$ cat config.mk
export PLATFORM = sky130hd
export DESIGN_NAME = an_tile_packer_n29
export DESIGN_NICKNAME = d
export VERILOG_FILES = /design/src/rtl/an_n29_pkg.sv /design/src/rtl/an_encode_n29.sv /design/src/rtl/an_tile_packer_n29.sv
export SDC_FILE = /design/constraint.sdc
export NUM_CORES = 1
export LEC_CHECK = 0
export ABC_AREA = 1
export CORE_UTILIZATION = 50
export DETAILED_ROUTE_END_ITERATION = 8
export PLACE_DENSITY = 0.74
export REMOVE_ABC_BUFFERS = 1
export SLEW_MARGIN = 40
export SYNTH_ARGS = -nofsm -noshare
export SYNTH_HDL_FRONTEND = slang
export SYNTH_SLANG_ARGS = --single-unit
$ cat constraint.sdc
create_clock -name clk -period 9 [get_ports clk]
set_clock_uncertainty 0.1 [all_clocks]
set_input_delay 0.9 -clock clk [delete_from_list [all_inputs] [get_ports clk]]
set_output_delay 0.9 -clock clk [all_outputs]
set_load 0.02 [all_outputs]
$ cat src/rtl/an_n29_pkg.sv
// Shared constants and types for the A=29 AN-code tile packer and decoder array.
// Codeword width, tile geometry and the bank state encoding live here.
package an_n29_pkg;

    localparam int A       = 29;
    localparam int N       = 6;
    localparam int NE      = N * N;
    localparam int MSG_W   = 10;
    localparam int CW_W    = 14;
    localparam int LVL_W   = 6;
    localparam int CNT_W   = 16;
    localparam int MSG_MAX = ((1 << CW_W) - 1) / A;

    typedef enum logic [1:0] {
        EMPTY   = 2'd0,
        FILLING = 2'd1,
        FULL    = 2'd2
    } bank_st_e;

endpackage

$ cat src/rtl/an_encode_n29.sv
// Combinational clamp, shift-add AN encode (x29) and optional fault XOR.
// Reusable stand-alone so other benches can build reference codewords.
module an_encode_n29
    import an_n29_pkg::*;
(
    input  logic [MSG_W-1:0] msg,
    input  logic             inj_en,
    input  logic [CW_W-1:0]  inj_mask,
    output logic [CW_W-1:0]  cw,
    output logic             over
);

    localparam int PW = CW_W + 1;

    logic [MSG_W-1:0] m;
    logic [PW-1:0]    mw;
    logic [PW-1:0]    prod;
    logic [CW_W-1:0]  base;

    assign over = (msg > MSG_W'(MSG_MAX));
    assign m    = over ? MSG_W'(MSG_MAX) : msg;
    assign mw   = PW'(m);

    // 29 = 16 + 8 + 4 + 1
    assign prod = (mw << 4) + (mw << 3) + (mw << 2) + mw;

    // The clamp keeps prod below 2^CW_W; saturate defensively anyway.
    assign base = prod[CW_W] ? '1 : prod[CW_W-1:0];
    assign cw   = base ^ (inj_en ? inj_mask : '0);

endmodule

$ cat src/rtl/an_tile_packer_n29.sv
// Streaming AN encoder feeding two ping-pong 6x6 tile banks.
// Each completed tile is presented with all 36 codewords in parallel.
module an_tile_packer_n29
    import an_n29_pkg::*;
(
    input  logic                   clk,
    input  logic                   rst,
    input  logic                   in_valid,
    output logic                   in_ready,
    input  logic [MSG_W-1:0]       in_msg,
    input  logic                   flush,
    input  logic                   inj_en,
    input  logic [CW_W-1:0]        inj_mask,
    output logic                   tile_valid,
    input  logic                   tile_ready,
    output logic [NE*CW_W-1:0]     tile_cw,
    output logic [LVL_W-1:0]       tile_level,
    output logic                   range_err,
    output logic [CNT_W-1:0]       tile_cnt
);

    bank_st_e         st_q  [2];
    bank_st_e         st_d  [2];
    logic [LVL_W-1:0] lvl_q [2];
    logic [LVL_W-1:0] lvl_d [2];
    logic             wr_q, wr_d;
    logic             rd_q, rd_d;

    logic [CW_W-1:0]  mem [2][NE];

    logic             accept;
    logic             hs;
    logic [CW_W-1:0]  enc_cw;
    logic             enc_over;
    logic [LVL_W-1:0] wr_lvl_nx;
    logic [LVL_W-1:0] rd_lvl;

    an_encode_n29 u_enc (
        .msg      (in_msg),
        .inj_en   (inj_en),
        .inj_mask (inj_mask),
        .cw       (enc_cw),
        .over     (enc_over)
    );

    assign accept = in_valid & in_ready;
    assign hs     = tile_valid & tile_ready;

    // State register
    always_ff @(posedge clk) begin
        if (rst) begin
            st_q[0]   <= EMPTY;
            st_q[1]   <= EMPTY;
            lvl_q[0]  <= '0;
            lvl_q[1]  <= '0;
            wr_q      <= 1'b0;
            rd_q      <= 1'b0;
            range_err <= 1'b0;
            tile_cnt  <= '0;
        end else begin
            st_q[0]   <= st_d[0];
            st_q[1]   <= st_d[1];
            lvl_q[0]  <= lvl_d[0];
            lvl_q[1]  <= lvl_d[1];
            wr_q      <= wr_d;
            rd_q      <= rd_d;
            if (accept && enc_over)
                range_err <= 1'b1;
            if (hs)
                tile_cnt <= tile_cnt + 1'b1;
        end
    end

    // Element storage needs no reset: stale entries sit at or above the level.
    always_ff @(posedge clk) begin
        if (accept)
            mem[wr_q][lvl_q[wr_q]] <= enc_cw;
    end

    // Next-state logic
    always_comb begin
        st_d[0]   = st_q[0];
        st_d[1]   = st_q[1];
        lvl_d[0]  = lvl_q[0];
        lvl_d[1]  = lvl_q[1];
        wr_d      = wr_q;
        rd_d      = rd_q;
        wr_lvl_nx = lvl_q[wr_q] + LVL_W'(accept);

        if (hs) begin
            st_d[rd_q]  = EMPTY;
            lvl_d[rd_q] = '0;
            rd_d        = ~rd_q;
        end

        // A non-FULL write bank is never the bank being drained.
        if (st_q[wr_q] != FULL) begin
            if (accept) begin
                lvl_d[wr_q] = wr_lvl_nx;
                st_d[wr_q]  = FILLING;
            end
            if (wr_lvl_nx == LVL_W'(NE) ||
                (flush && wr_lvl_nx != '0)) begin
                st_d[wr_q] = FULL;
                wr_d       = ~wr_q;
            end
        end
    end

    // Output logic
    always_comb begin
        in_ready   = !(st_q[0] == FULL && st_q[1] == FULL);
        tile_valid = (st_q[rd_q] == FULL);
        rd_lvl     = lvl_q[rd_q];
        tile_level = tile_valid ? rd_lvl : '0;
        tile_cw    = '0;
        for (int k = 0; k < NE; k++) begin
            if (tile_valid && LVL_W'(k) < rd_lvl)
                tile_cw[k*CW_W +: CW_W] = mem[rd_q][k];
        end
    end

endmodule

==> flow_metrics.env, run 1 <==
export IMPL_cts_resized=0
export IMPL_grt_pass1_vias=27040
export IMPL_vias_per_cell=5.510
export IMPL_postRouteAntennaNets=0
export IMPL_nFillCells=5993
export IMPL_status="finished, final reports clean"
export IMPL_synth_distinct_cells=42
export IMPL_fp_dieW_microns=289.6
export IMPL_fp_row_count=105
export IMPL_final_common_cell="nand2_1"
export IMPL_grt_util_all_layers_pct=27.54
export IMPL_drc_errors=0
export IMPL_finalWorstSetupSlack_ns=2.742
export IMPL_grt_max_degree=129
export IMPL_synth_area_leaders="edfxtp_1 (73%), nand2_1 (11%), a21oi_1 (6.6%), dfxtp_1 (1.8%), nor2_1 (1.3%)"
export IMPL_cts_sinks=1045
export IMPL_avgSynthCellArea_sq_um=12.16
export IMPL_crit_arrival_ns=5.26
export IMPL_overflow=0
export IMPL_synth_main_ff_cell="edfxtp_1"
export IMPL_relSlewSlack_pct=42.39
export IMPL_die_area_sq_mm=0.08387
export IMPL_antenna_found_initial=1
export IMPL_fmax_ghz=0.1598
export IMPL_ys_seq_elements=1045
export IMPL_start_kind="flop"
export IMPL_hold_buffers=0
export IMPL_seq_area_frac_synth_pct=74.98
export IMPL_worstSkewPairLatency_ns=0.66
export IMPL_syn_inst=3401
export IMPL_dp_worst_setup_slack_ns=2.120
export IMPL_htreeDepth=3
export IMPL_core_area_sq_mm=0.08198
export IMPL_vias=28380
export IMPL_async_flop_share_pct=0
export IMPL_irDropWorstVdd_uv=271.3
export IMPL_finalSetupViolCount=0
export IMPL_start_util_pct=50.45
export IMPL_drv_cap=0
export IMPL_die_height_microns=289.6
export IMPL_cts_clk_slew_worst_paths_ns=0.06
export IMPL_power_leakage_nw=18.00
export IMPL_synth_area_sq_mm=0.04136
export IMPL_gp_congestion=0.8815
export IMPL_wl_per_cell_microns=22.84
export IMPL_dp_hpwl_mm=73.99
export IMPL_place_port_buffers=558
export IMPL_io_pins=559
export IMPL_critPathMaxFanout=110
export IMPL_crit_path_end_kind="primary output"
export IMPL_root_buffer="clkbuf_16"
export IMPL_most_common_layout_cells="nand2_1 (1214), edfxtp_1 (1008), clkdlybuf4s50_1 (557), a21oi_1 (548), nor2_1 (130)"
export IMPL_yosys_warnings=0
export IMPL_critical_path_class="reg -> out"
export IMPL_detail_route_iter0_violations=2885
export IMPL_synth_edf_count=1008
export IMPL_cts_buffers=101
export IMPL_r2r_setup_slack_ns=5.65
export IMPL_yosysTopAreaCellShare_pct=73.19
export IMPL_cts_setup_buffers=0
export IMPL_total_power_w=0.01360
export IMPL_fin_crit_sh_pct=69.54
export IMPL_setup_tns_ns=0
export IMPL_cp_data_required_time_ns=8.00
export IMPL_routed_wl_mm=117.6
export IMPL_hold_viol=0
export IMPL_yosys_area_top_type="edfxtp_1"
export IMPL_worst_slew_pin_slew_ns=0.8641
export IMPL_first_pass_iters=5
export IMPL_hold_class="reg -> reg"
export IMPL_p_per_area_mw_per_mm2=261.2
export IMPL_drive_gt1_share_pct=8.015
export IMPL_grt_pass1_wl_mm=168.9
export IMPL_cts_tree="yes"
export IMPL_nets=4062
export IMPL_period_needed_ns=6.258
export IMPL_grt_setup_unrepaired="no"
export IMPL_syn_to_final_growth_pct=25.92
export IMPL_cts_buffer_depth=3
export IMPL_drv_slew=0
## where the power goes
group,leakage [nW],switching (W),internal (W)
Sequential,9.35,0.0000615,0.00626
Clock,1.62,0.00177,0.00241
Combinational,7.04,0.00241,0.000687
## synth_stat cells (2+ instances only)
cell type  count
buf_2         24
nor4_1         2
xor2_1        12
a21oi_1      549
nor2_1       147
dfxtp_1       37
nand4_1        5
buf_4          3
o21a_1         2
a21oi_2        3
nor3_1        13
inv_1        101
nand2_2        3
buf_1          3
xnor2_1        9
o21ai_1        2
inv_2         21
o21ai_0       22
edfxtp_1    1008
nor2_2         4
nand2_1     1217
o21ai_2        9
fa_1          13
clkbuf_1     131
ha_1          22
nand3_1       20
nor2_4         4
## sequential cells by signal, summed over array words and instances (netlist names), named ones only
signal / flops
lvl_q: 12
tile_cnt: 16
wr_q: 1
mem: 1008
range_err: 1
rd_q: 1
st_q: 4
## through the flow
stage	hold slack [ns]	instance area, sq um	utilization (%)	cells
finish	0.3630	52080	63.53	5151
global route	0.3791	52080	63.53	5150
CTS	0.3623	52060	63.51	5150
detailed placement	0.3532	48770	59.49	4964
global placement	0.3501	48550	59.22	4959
floorplan	0.3347	40700	-	3239
## per-layer routing
| metal | GRT usage, % | vias up | routed length (microns) |
|---|---|---|---|
| met4 | 10.05 | 0 | 3710 |
| li1 | - | 12960 | - |
| met5 | 0 | - | 0 |
| met2 | 46.03 | 1318 | 58920 |
| met1 | 36.37 | 13930 | 45670 |
| met3 | 4.733 | 177 | 9329 |
## area by class of cell
type,instances,area [sq um],share of cell area (%)
clock inverters,55,550.5,1.057
well taps,1070,1339,2.571
diodes,1,2.502,0.004805
clock buffers,131,2744,5.269
multi-input cells,2072,9529,18.30
inverters,122,465.4,0.8937
repair buffers,655,6435,12.36
flip-flops and latches,1045,31010,59.55
## cell families (layout without fill, tap and decap cells)
| kind of cell | count (synthesis) | count (layout) | share of synthesized area [%] |
|---|---|---|---|
| AOI/OAI and AO/OA | 595 | 595 | 7.379 |
| xor gates and xnor gates | 21 | 21 | 0.4447 |
| adders and majority gates | 35 | 35 | 1.295 |
| buffers and inverters | 284 | 963 | 2.696 |
| DFF | 1045 | 1045 | 74.98 |
| other | 0 | 1 | 0 |
| and+or+nand+nor | 1421 | 1421 | 13.21 |
## final timing paths
path / from / endpoint / cells past startpoint
worst max-delay path: flop / tile_cw[409] / 12
worst min-delay path: lvl_q[1][4] / lvl_q[1][4] / 2
worst max register to register: flop / wr_q / 11
worst min register to register: lvl_q[1][4] / lvl_q[1][4] / 2
## critical path, cell delays in order (launching register included)
cell	delay, ns
dfxtp_4	0.83
buf_12	0.46
o21ai_1	0.30
inv_1	0.10
nor2_1	0.06
inv_2	0.11
nand2_2	0.28
inv_2	0.23
nand2_1	0.42
inv_2	0.26
nand2_1	0.36
a21oi_1	0.44
clkdlybuf4s50_1	0.68
Note: power is estimated with default switching activity, not from simulation.
==> run 2: changes to the inputs <==
- clock period: 9 -> 6.1 ns (I/O delays scaled with it)
==> run 2 against run 1 <==
- sequential power grew 48%
- register-to-register slack lost 3.0 ns
- clock power grew 40%
- largest cell class unchanged
- highest routed layer is now met5
- critical path type unchanged
- total power grew 47%
==> flow_metrics.env, run 2 (synthesized netlist as in run 1, its figures left out) <==
export IMPL_antenna_found_initial=2
export IMPL_setup_tns_ns=0
export IMPL_grt_pass1_wl_mm=168.7
export IMPL_worst_slew_pin_slew_ns=0.8320
export IMPL_detail_route_iter0_violations=3256
export IMPL_whs_ns=0.3214
export IMPL_cts_setup_buffers=0
export IMPL_fmax_ghz=0.1840
export IMPL_largest_register_ffs=1008
export IMPL_grt_max_degree=126
export IMPL_overflow=0
export IMPL_dp_hpwl_mm=75.83
export IMPL_core_area_sq_mm=0.08198
export IMPL_vias=28410
export IMPL_postRouteAntennaNets=0
export IMPL_syn_to_final_growth_pct=26.26
export IMPL_cts_sinks=1045
export IMPL_p_per_area_mw_per_mm2=382.6
export IMPL_crit_arrival_ns=4.73
export IMPL_place_port_buffers=558
export IMPL_period_needed_ns=5.436
export IMPL_io_pins=559
export IMPL_hold_buffers=0
export IMPL_htreeDepth=3
export IMPL_fp_row_count=105
export IMPL_start_util_pct=50.45
export IMPL_cts_buffers=99
export IMPL_gp_congestion=0.8772
export IMPL_finalSetupViolCount=0
export IMPL_first_pass_iters=5
export IMPL_nets=4076
export IMPL_cp_data_required_time_ns=5.39
export IMPL_worstSkewPairLatency_ns=0.65
export IMPL_crit_path_end_kind="primary output"
export IMPL_grt_setup_unrepaired="no"
export IMPL_power_leakage_nw=18.06
export IMPL_drv_cap=0
export IMPL_drive_gt1_share_pct=7.779
export IMPL_hold_viol=0
export IMPL_fin_cells=5158
export IMPL_hold_class="in -> reg"
export IMPL_grt_util_all_layers_pct=27.48
export IMPL_cts_clk_slew_worst_paths_ns=0.06
export IMPL_start_kind="flop"
export IMPL_cts_resized=0
export IMPL_most_common_layout_cells="nand2_1 (1214), edfxtp_1 (1008), clkdlybuf4s50_1 (557), a21oi_1 (549), nor2_1 (134)"
export IMPL_routed_wl_mm=118.1
export IMPL_fin_crit_sh_pct=89.12
export IMPL_fp_dieW_microns=289.6
export IMPL_relSlewSlack_pct=44.11
export IMPL_critPathMaxFanout=51
export IMPL_root_buffer="clkbuf_16"
export IMPL_total_power_w=0.01998
export IMPL_status="finished, final reports clean"
export IMPL_die_area_sq_mm=0.08387
export IMPL_drv_slew=0
export IMPL_irDropWorstVdd_uv=339.5
export IMPL_grt_pass1_vias=26480
export IMPL_vias_per_cell=5.507
export IMPL_dp_cells=4980
export IMPL_cts_buffer_depth=3
export IMPL_wl_per_cell_microns=22.89
export IMPL_final_common_cell="nand2_1"
export IMPL_drc_errors=0
export IMPL_die_height_microns=289.6
export IMPL_antennaDiodeCount=0
export IMPL_cts_tree="yes"
export IMPL_critical_path_class="reg -> out"
run 2: cell types whose count changed in the layout (fill, tap and decap cells not counted), sizes merged:
cell / delta
clkinvlp: -1
bufinv: -5
diode: -1
buf: +16
clkinv: -2
run 2: metal layers:
layer	routed length, microns	GRT usage (%)
met5	13	0
met4	3359	8.469
met3	9468	4.537
met2	59030	45.58
met1	46200	37.40
run 2: worst max-delay path, stage by stage (launching register included):
cell             delay, ns
dfxtp_4               0.79
o21ai_1               0.33
inv_1                 0.11
nor2_1                0.06
inv_2                 0.11
nand2_2               0.27
inv_2                 0.25
nand2_1               0.45
inv_2                 0.24
nand2_1               0.36
a21oi_1               0.42
clkdlybuf4s50_1       0.68
run 2: path summary, 6_finish.rpt:
path               start      endpoint  slack (ns)  cells after the start
max                 flop  tile_cw[409]        0.66                     11
min                  rst  tile_cnt[13]        0.32                      2
max reg2reg         flop   mem[1][357]        2.69                      7
min reg2reg  lvl_q[1][4]   lvl_q[1][4]        0.37                      2
run 2: cell type report:
class	count	area (sq um)
Clock buffer	131	2693
Clock inverter	47	382.9
Fill cell	6110	29760
Inverter	122	465.4
Multi-Input combinational cell	2072	9484
Sequential cell	1045	31010
Tap cell	1070	1339
Timing Repair Buffer	671	6842
run 2: report_power, final:
part,total (W),switching [W],internal (W)
Sequential,0.00934,0.000119,0.00922
Clock,0.00585,0.00257,0.00328
Combinational,0.00479,0.00353,0.00126
run 2: through the flow:
step / area, sq um / worst slack (ns) / utilization (%)
2_1_floorplan: 40700 / -17.62 / -
3_3_place_gp: 48980 / 0.1807 / 59.75
3_5_place_dp: 49130 / 0.1523 / 59.93
4_1_cts: 52200 / 0.6417 / 63.68
5_1_grt: 52220 / 0.4074 / 63.70
6_report: 52220 / 0.6639 / 63.70
